## src/rtl/seg_scan_ctrl.sv

```systemverilog
// Purpose : time-multiplexed scan of DIGITS nibbles onto one shared seven-segment decoder.
// Latency : outputs registered; first blank slot is visible one edge after en is sampled high.
// Backpressure: none; free-running scan, value updates held in a shadow until a frame boundary.
// Optional feature: define SEG_SCAN_LZB_EN for leading-zero blanking (digit 0 always lit).
module seg_scan_ctrl #(
    parameter int DIGITS       = 4,
    parameter int PRESCALE     = 1000,
    parameter int BLANK_CYCLES = 2
) (
    input  logic                  clk,
    input  logic                  reset,
    input  logic                  en,
    input  logic                  load,
    input  logic [4*DIGITS-1:0]   value,
    output logic [3:0]            data,
    output logic [DIGITS-1:0]     digit_sel,
    output logic                  frame_done
);

    // One counter serves both slot types, so it is sized for the longer one.
    localparam int CNT_MAX = (PRESCALE > BLANK_CYCLES) ? PRESCALE : BLANK_CYCLES;
    localparam int CNT_W   = (CNT_MAX > 1) ? $clog2(CNT_MAX) : 1;
    localparam int IDX_W   = $clog2(DIGITS);

    localparam logic [CNT_W-1:0] SHOW_LAST  = CNT_W'(PRESCALE - 1);
    localparam logic [CNT_W-1:0] BLANK_LAST = CNT_W'(BLANK_CYCLES - 1);
    localparam logic [IDX_W-1:0] IDX_LAST   = IDX_W'(DIGITS - 1);

    localparam logic [1:0] S_IDLE  = 2'd0;
    localparam logic [1:0] S_BLANK = 2'd1;
    localparam logic [1:0] S_SHOW  = 2'd2;

    logic [1:0]            state;
    logic [1:0]            state_n;
    logic [IDX_W-1:0]      idx;
    logic [IDX_W-1:0]      idx_n;
    logic [CNT_W-1:0]      cnt;
    logic [CNT_W-1:0]      cnt_n;
    logic                  commit;
    logic                  frame_done_n;

    logic [4*DIGITS-1:0]   shadow;
    logic [4*DIGITS-1:0]   shadow_n;
    logic [4*DIGITS-1:0]   display;
    logic [4*DIGITS-1:0]   display_n;
    logic                  pending;
    logic                  pending_n;

    logic [4*DIGITS-1:0]   shifted;
    logic [DIGITS-1:0]     sel_onehot;
    logic [DIGITS-1:0]     lit_mask;
    logic [3:0]            data_n;
    logic [DIGITS-1:0]     digit_sel_n;

    // Scan sequencing: IDLE -> (BLANK -> SHOW) per digit, commit at frame start.
    always_comb begin
        state_n      = state;
        idx_n        = idx;
        cnt_n        = cnt;
        commit       = 1'b0;
        frame_done_n = 1'b0;
        if (!en) begin
            // Dropping en abandons the frame: no commit, no frame_done.
            state_n = S_IDLE;
            idx_n   = '0;
            cnt_n   = '0;
        end else begin
            case (state)
                S_IDLE: begin
                    state_n = S_BLANK;
                    idx_n   = '0;
                    cnt_n   = '0;
                    commit  = 1'b1;
                end
                S_BLANK: begin
                    if (cnt == BLANK_LAST) begin
                        state_n = S_SHOW;
                        cnt_n   = '0;
                    end else begin
                        cnt_n = cnt + 1'b1;
                    end
                end
                S_SHOW: begin
                    if (cnt == SHOW_LAST) begin
                        state_n = S_BLANK;
                        cnt_n   = '0;
                        if (idx == IDX_LAST) begin
                            idx_n        = '0;
                            commit       = 1'b1;
                            frame_done_n = 1'b1;
                        end else begin
                            idx_n = idx + 1'b1;
                        end
                    end else begin
                        cnt_n = cnt + 1'b1;
                    end
                end
                default: begin
                    state_n = S_IDLE;
                    idx_n   = '0;
                    cnt_n   = '0;
                end
            endcase
        end
    end

    // Shadow/display handoff; a load on a commit edge bypasses the shadow.
    always_comb begin
        shadow_n  = shadow;
        display_n = display;
        pending_n = pending;
        if (load) begin
            shadow_n  = value;
            pending_n = 1'b1;
        end
        if (commit) begin
            display_n = load ? value : shadow;
            pending_n = 1'b0;
        end
    end

`ifdef SEG_SCAN_LZB_EN
    logic nz_above;

    // A digit is lit if it or any more significant nibble is non-zero; digit 0 always lit.
    always_comb begin
        lit_mask = '0;
        nz_above = 1'b0;
        for (int k = DIGITS - 1; k >= 0; k--) begin
            nz_above    = nz_above | (display_n[4*k +: 4] != 4'd0);
            lit_mask[k] = nz_above | (k == 0);
        end
    end
`else
    assign lit_mask = '1;
`endif

    // Output decode from next-cycle state so data/digit_sel/frame_done are plain flops.
    always_comb begin
        shifted     = display_n >> {idx_n, 2'b00};
        sel_onehot  = {{(DIGITS-1){1'b0}}, 1'b1} << idx_n;
        data_n      = 4'd0;
        digit_sel_n = '0;
        case (state_n)
            S_BLANK: begin
                data_n = shifted[3:0];
            end
            S_SHOW: begin
                data_n = shifted[3:0];
                if (lit_mask[idx_n]) begin
                    digit_sel_n = sel_onehot;
                end
            end
            default: begin
                data_n      = 4'd0;
                digit_sel_n = '0;
            end
        endcase
    end

    // Control state; reset drops everything immediately, including display contents.
    always_ff @(posedge clk or posedge reset) begin
        if (reset) begin
            state <= S_IDLE;
            idx   <= '0;
            cnt   <= '0;
        end else begin
            state <= state_n;
            idx   <= idx_n;
            cnt   <= cnt_n;
        end
    end

    // Value storage: shadow collects loads, display is what the current frame shows.
    always_ff @(posedge clk or posedge reset) begin
        if (reset) begin
            shadow  <= '0;
            display <= '0;
            pending <= 1'b0;
        end else begin
            shadow  <= shadow_n;
            display <= display_n;
            pending <= pending_n;
        end
    end

    // Registered outputs toward the decoder and digit drivers.
    always_ff @(posedge clk or posedge reset) begin
        if (reset) begin
            data       <= 4'd0;
            digit_sel  <= '0;
            frame_done <= 1'b0;
        end else begin
            data       <= data_n;
            digit_sel  <= digit_sel_n;
            frame_done <= frame_done_n;
        end
    end

endmodule

```

## config.mk

```make
export PLATFORM = sky130hd
export DESIGN_NAME = seg_scan_ctrl
export DESIGN_NICKNAME = d
export VERILOG_FILES = /design/src/rtl/seg_scan_ctrl.sv
export SDC_FILE = /design/constraint.sdc
export NUM_CORES = 1
export LEC_CHECK = 0
export BUFFER_PORTS_ARGS = -buffer_cell sky130_fd_sc_hd__clkbuf_2
export CORE_MARGIN = 1.5
export CORE_UTILIZATION = 54
export DETAILED_ROUTE_END_ITERATION = 8
export PLACE_DENSITY_LB_ADDON = 0.2
export SKIP_CTS_REPAIR_TIMING = 1
export SLEW_MARGIN = 20
export SYNTH_ARGS = -nofsm -noshare
export SYNTH_HDL_FRONTEND = slang
export SYNTH_SLANG_ARGS = --single-unit
```

## constraint.sdc

```tcl
create_clock -name clk -period 4.05 [get_ports clk]
set_clock_uncertainty 0.15 [all_clocks]
set_input_delay 0.81 -clock clk [delete_from_list [all_inputs] [get_ports clk]]
set_output_delay 0.81 -clock clk [all_outputs]
set_load 0.01 [all_outputs]
```

==> run summary, run 1 <==
Post-synth EDFFs -> 0
Startpoint Class -> flip-flop
Crit path capture -> data[2]$_DFF_PP0_
Post-synth cell types -> 48
Worst-path cell chain -> inv_1, ha_1, nor4bb_1, a41o_4, mux2_2, nand3_1, a41oi_1
Clk Latency, worst-skew pair -> 300 ps
Root Buffer -> clkbuf_8
Initial drt markers -> 88
# setup viols final -> 0
R2R cell count -> 7
Post-synth top flop -> dfrtp_1
Pwr Density -> 368 nW/um2
Setup TNS -> 0 ps
Wirelength, routed -> 4860 um
Relative slew slack -> 50.9%
Slowest cell on crit path -> a41o_4
Largest net degree at the start of global routing -> 37
Fmax -> 0.403 GHz
Maxcap violations -> 0
CTS buffer count -> 5
IO Port Bufs -> 28
Share of the synthesized area in the top cell type -> 50.9%
Clock transition at path regs -> 90 ps
Vias in the first global route -> 1,769
Core Area -> 4790 um2
VDD IR max -> 0.188 mV
Reg2reg end -> data[2]$_DFF_PP0_
CP required -> 4070 ps
RSZ-0062 raised after global routing -> no
Initial antenna violation count -> 0
Async set-or-reset flop fraction in the synthesized netlist -> 100%
Initial core utilization -> 56.4%
Final #Nets -> 292
Hold violation count in the final report -> 0
RR Startpoint -> state[0]$_DFF_PP0_
Sink Count -> 55
Delay-heaviest family, CP -> compound AO/OA/AOI/OAI gates
Crit path kind -> reg2reg
Fraction of layout cells with a size suffix above 1 -> 25.7%
Commonest non-fill, non-tap cell in the layout -> dfrtp_1
Routed vias -> 1,799
P_leak -> 1.34 nW
First-pass GRT wire length -> 8390 um
R2R Setup Slk -> 1570 ps
Critical Path AT -> 2500 ps
Post-DP HPWL -> 3540 um
Worst-margin pin slew -> 735 ps
Synth Area per Inst -> 11.4 um2
Antenna viol nets, final -> 0
Synthesized Nets -> 266
Status -> finished clean
CP max stage delay -> 500 ps
Die height -> 73.7 um
Total GRT Usage -> 20.4%
Synth Register Bits -> 55
Num rows -> 25
WHS -> 351 ps
Netlist Area Pre-Place -> 2700 um2
Post-Synthesis Cells -> 238
Cells taking the most area after synthesis -> dfrtp_1 51%, mux2_2 5.4%, nand3_1 4.4%, ha_1 3.7%, nor2_1 3.2%
DRC -> 0
Worst path depth -> 7
Launching element of the worst setup path -> state[0]$_DFF_PP0_
Minimum clock period -> 2480 ps
Worst min-delay path class -> reg2reg
Crit Path Max Fanout -> 32
Die width -> 73.7 um
Cell accounting for the most synthesized area -> dfrtp_1
# diodes -> 0
GP Congestion -> 0.791
CP Capture Type -> flip-flop
Most frequent cells in the layout -> 55 x dfrtp_1, 28 x clkbuf_2, 24 x nand3_1
CP Buf/Inv Count -> 1
Final core utilization -> 61.7%
I/O Pins -> 29
Seq/Total Area, Yosys -> 50.9%
Longest Clk Path Bufs -> 2
H-tree Lvls -> 2
Ys Warns -> 0
Final Slew Violations -> 0
Hold Path Depth -> 1
Initial DRT Pass Iterations -> 4
Grt total ovfl -> 0
CTS tree -> built
Die area -> 5440 um2
P&R area growth vs syn -> 9.36%
DR vias/cell -> 5.42
Wire per inst -> 14.6 um
Fin crit share -> 61.3%
==> kinds of logic (layout without fill, tap and decap cells) <==
group | Yosys count | after routing | synth area share [%]
flip-flops | 55 | 55 | 50.9
XOR/XNOR | 8 | 8 | 2.59
multiplexers | 24 | 24 | 10.1
adder cells (fa/ha/maj) | 8 | 8 | 3.71
buffers and inverters | 25 | 52 | 5.23
AND/OR/NAND/NOR | 77 | 77 | 14.5
AO/OA/AOI/OAI | 41 | 41 | 12.9
==> where the power goes <==
part           leakage [nW]  switching (W)  internal (W)
sequential            0.687      0.0000185      0.000602
combinational         0.602      0.0000760     0.0000649
clock                0.0505       0.000171      0.000156
total                  1.34       0.000265      0.000822
==> synthesized netlist by cell type (all sizes together) (5+ instances only) <==
cell type and number:
nor2 25, nand2 5, nand3 24, mux2i 8, and2 5, o21ai 8
o2111ai 5, inv 15, buf 10, a21oi 9, ha 8, dfrtp 55
mux2 16
==> metrics by stage <==
step           power (W)  cells  setup WS, ps  cell area (um2)
2_1_floorplan   0.000736    238          1750             2700
3_3_place_gp    0.000770    324          1620             2850
3_5_place_dp    0.000775    324          1560             2850
4_1_cts          0.00110    332          1570             2950
5_1_grt          0.00114    332          1390             2950
6_report         0.00109    332          1570             2950
==> worst min path at each step <==
| stage | start | end |
|---|---|---|
| after global routing | display[5]$_DFF_PP0_ | display[5]$_DFF_PP0_ |
| after floorplan | shadow[12]$_DFF_PP0_ | shadow[12]$_DFF_PP0_ |
| after CTS | shadow[1]$_DFF_PP0_ | shadow[1]$_DFF_PP0_ |
| after global placement | display[5]$_DFF_PP0_ | display[5]$_DFF_PP0_ |
| final | shadow[1]$_DFF_PP0_ | shadow[1]$_DFF_PP0_ |
| after detailed placement | shadow[1]$_DFF_PP0_ | shadow[1]$_DFF_PP0_ |
==> state kept, by name (all words and copies together) (netlist names) <==
name,flops
cnt,10
data,4
digit_sel,4
display,16
frame_done,1
idx,2
shadow,16
state,2
==> layout make-up <==
class,instances,area (um2)
Clock inverter,1,7.51
Clock buffer,7,96.3
Multi-Input combinational cell,158,1180
Tap cell,67,83.8
Sequential cell,55,1380
Fill cell,422,1830
Inverter,15,58.8
Timing Repair Buffer,29,148
==> routing by layer <==
layer  vias up  part of all wire [%]  wire length (um)  global-route usage (%)
li1        898                     -                 -                       -
met1       856                    51              2500                    30.9
met2        43                    44              2120                    29.6
met3         2                   4.2               204                    3.43
met4         0                  0.62                30                    6.38
met5         -                     0                 0                       0
Note: power is estimated with default switching activity, not from simulation.
==> run 2: changes to the inputs <==
--- a/config.mk
+++ b/config.mk
@@ -7,7 +7,7 @@
 export LEC_CHECK = 0
 export BUFFER_PORTS_ARGS = -buffer_cell sky130_fd_sc_hd__clkbuf_2
 export CORE_MARGIN = 1.5
-export CORE_UTILIZATION = 54
+export CORE_UTILIZATION = 52
 export DETAILED_ROUTE_END_ITERATION = 8
 export PLACE_DENSITY_LB_ADDON = 0.2
 export SKIP_CTS_REPAIR_TIMING = 1
==> constraint.sdc (replaced) <==
create_clock -name clk -period 2.1 [get_ports clk]
set_clock_uncertainty 0.15 [all_clocks]
set_input_delay 0.42 -clock clk [delete_from_list [all_inputs] [get_ports clk]]
set_output_delay 0.42 -clock clk [all_outputs]
set_load 0.01 [all_outputs]
==> run 2 against run 1 <==
- the run now ends with negative hold slack, negative setup slack left
- design area grew 14%
- via count grew 11%
- power grew 100%
- wire length grew 14%
- first-iteration DRC count grew 22%
- maximum frequency grew 13%
- sequential power grew 94%
- final cell count grew 11%
- die area grew 3.7%
- global-route usage shrank 0.12 points
- largest cell class unchanged
- highest routed layer unchanged
==> run summary, run 2 (synthesis results as in run 1) <==
Hold violation count in the final report -> 55 (+55)
Largest net degree at the start of global routing -> 56 (+51%)
Total power -> 0.00221 W (+100%)
Core Area -> 5040 um2 (+5.4%)
I/O Pins -> 29 (unchanged)
CTS tree -> built
Minimum clock period -> 2210 ps (-278 ps)
Antenna viol nets, final -> 0 (unchanged)
Fraction of layout cells with a size suffix above 1 -> 38.3% (+13 points)
VDD IR max -> 0.383 mV (+100%)
CTS buffer count -> 5 (unchanged)
Vias in the first global route -> 1,861 (+5.2%)
Die width -> 75.1 um (+1.8%)
Die area -> 5640 um2 (+3.7%)
Maxcap violations -> 0 (unchanged)
Fmax -> 0.453 GHz (+13%)
Clk Latency, worst-skew pair -> 310 ps (about the same)
Initial DRT Pass Iterations -> 4 (unchanged)
Routed vias -> 1,991 (+11%)
Clock transition at path regs -> 100 ps (about the same)
DR vias/cell -> 5.41 (-0.15%)
Worst-margin pin slew -> 361 ps (-374 ps)
Top flop regs -> display: 16 flops, shadow: 16 flops, cnt: 10 flops
RSZ-0062 raised after global routing -> yes
Post-DP HPWL -> 3990 um (+13%)
WHS -> -24.8 ps (-376 ps)
CP required -> 2130 ps (-1940 ps)
Startpoint Class -> flip-flop
P_leak -> 1.53 nW (+14%)
Status -> finished with violations
IO Port Bufs -> 28 (unchanged)
Final Slew Violations -> 0 (unchanged)
Num rows -> 26 (+4.0%)
Filler instances -> 398 (-5.7%)
Relative slew slack -> 75.8% (+25 points)
DRC -> 0 (unchanged)
Die height -> 75.1 um (+1.8%)
# setup viols final -> 5 (+5)
Setup TNS -> -388 ps (-388 ps)
Worst min-delay path class -> in2async
Total GRT Usage -> 20.2% (-0.12 points)
First-pass GRT wire length -> 8560 um (+2.1%)
P&R area growth vs syn -> 24.7%
Fin crit share -> 105% (+44 points)
Critical Path AT -> 2240 ps (-260 ps)
Initial drt markers -> 107 (+22%)
Pwr Density -> 656 nW/um2 (+78%)
Setup ws final -> -105 ps (-1670 ps)
Wirelength, routed -> 5530 um (+14%)
# diodes -> 0 (unchanged)
Crit path kind -> reg2reg
CP Capture Type -> flip-flop
Longest Clk Path Bufs -> 2 (unchanged)
Violated checks -> negative hold slack, negative setup slack
GP Congestion -> 0.857 (+8.4%)
Commonest non-fill, non-tap cell in the layout -> dfrtp_1
Initial antenna violation count -> 0 (unchanged)
Crit Path Max Fanout -> 8 (-75%)
Most frequent cells in the layout -> 55 x dfrtp_1, 33 x buf_4, 28 x clkbuf_2
Dpl ws -> -131 ps (-1690 ps)
Wire per inst -> 15.0 um (+2.7%)
Grt total ovfl -> 0 (unchanged)
H-tree Lvls -> 2 (unchanged)
Root Buffer -> clkbuf_8
Initial core utilization -> 53.6% (-2.9 points)
Final #Nets -> 326 (+12%)
Sink Count -> 55 (unchanged)
==> run 2: cell types whose count changed in the layout (fill, tap and decap cells not counted), moves of 2 or more <==
cell,change
ha_4,+4
a41oi_2,+2
clkbuf_8,-2
buf_12,+2
buf_4,+32
ha_1,-5
a41oi_1,-2
==> run 2: through the flow <==
| stage | util (%) | instance area [um2] | instances |
|---|---|---|---|
| floorplan | - | 2760 | 238 |
| global placement | 62.7 | 3160 | 357 |
| detailed placement | 62.7 | 3160 | 357 |
| CTS | 64.8 | 3270 | 364 |
| global route | 66.8 | 3370 | 368 |
| finish | 66.8 | 3370 | 368 |
==> run 2: worst paths after layout <==
kind | start | endpoint | slack, ps | cells after the start
worst max-delay path | state[0]$_DFF_PP0_ | data[3]$_DFF_PP0_ | -110 | 8
worst min-delay path | reset | shadow[2]$_DFF_PP0_ | -20 | 3
worst max register to register | state[0]$_DFF_PP0_ | data[3]$_DFF_PP0_ | -110 | 8
worst min register to register | shadow[6]$_DFF_PP0_ | shadow[6]$_DFF_PP0_ | 350 | 1
max in group asynchronous | reset | cnt[5]$_DFF_PP0_ | 1590 | 3
min in group clk | value[2] | shadow[2]$_DFF_PP0_ | 210 | 2
==> run 2: critical path, stage by stage (launching register included) <==
cell	delay, ps
dfrtp_1	410
inv_1	120
ha_4	190
nor3b_2	200
o2111a_2	350
buf_4	150
nor2_4	40
o2111ai_1	300
a41oi_2	160
==> run 2: metal layers <==
layer | wire, um | vias to the layer above | track usage, %
met5 | 0 | - | 0
met4 | 50 | 0 | 4.85
met3 | 188 | 5 | 3.75
met2 | 2880 | 39 | 34.2
met1 | 2420 | 979 | 27.0
li1 | - | 968 | -
==> run 2: cell type report <==
class                   count  area [um2]  share of cell area [%]
clock buffers               5        68.8                    2.04
clock inverters             2        37.5                    1.11
inverters                  15        58.8                    1.75
multi-input cells         158        1310                    38.9
flip-flops and latches     55        1380                    40.9
well taps                  70        87.6                    2.60
repair buffers             63         428                    12.7
==> run 2: where the power goes <==
| group | switching, W | internal [W] | leakage [nW] |
|---|---|---|---|
| clock | 0.000336 | 0.000349 | 0.0502 |
| sequential | 0.0000366 | 0.00116 | 0.687 |
| combinational | 0.000169 | 0.000158 | 0.791 |
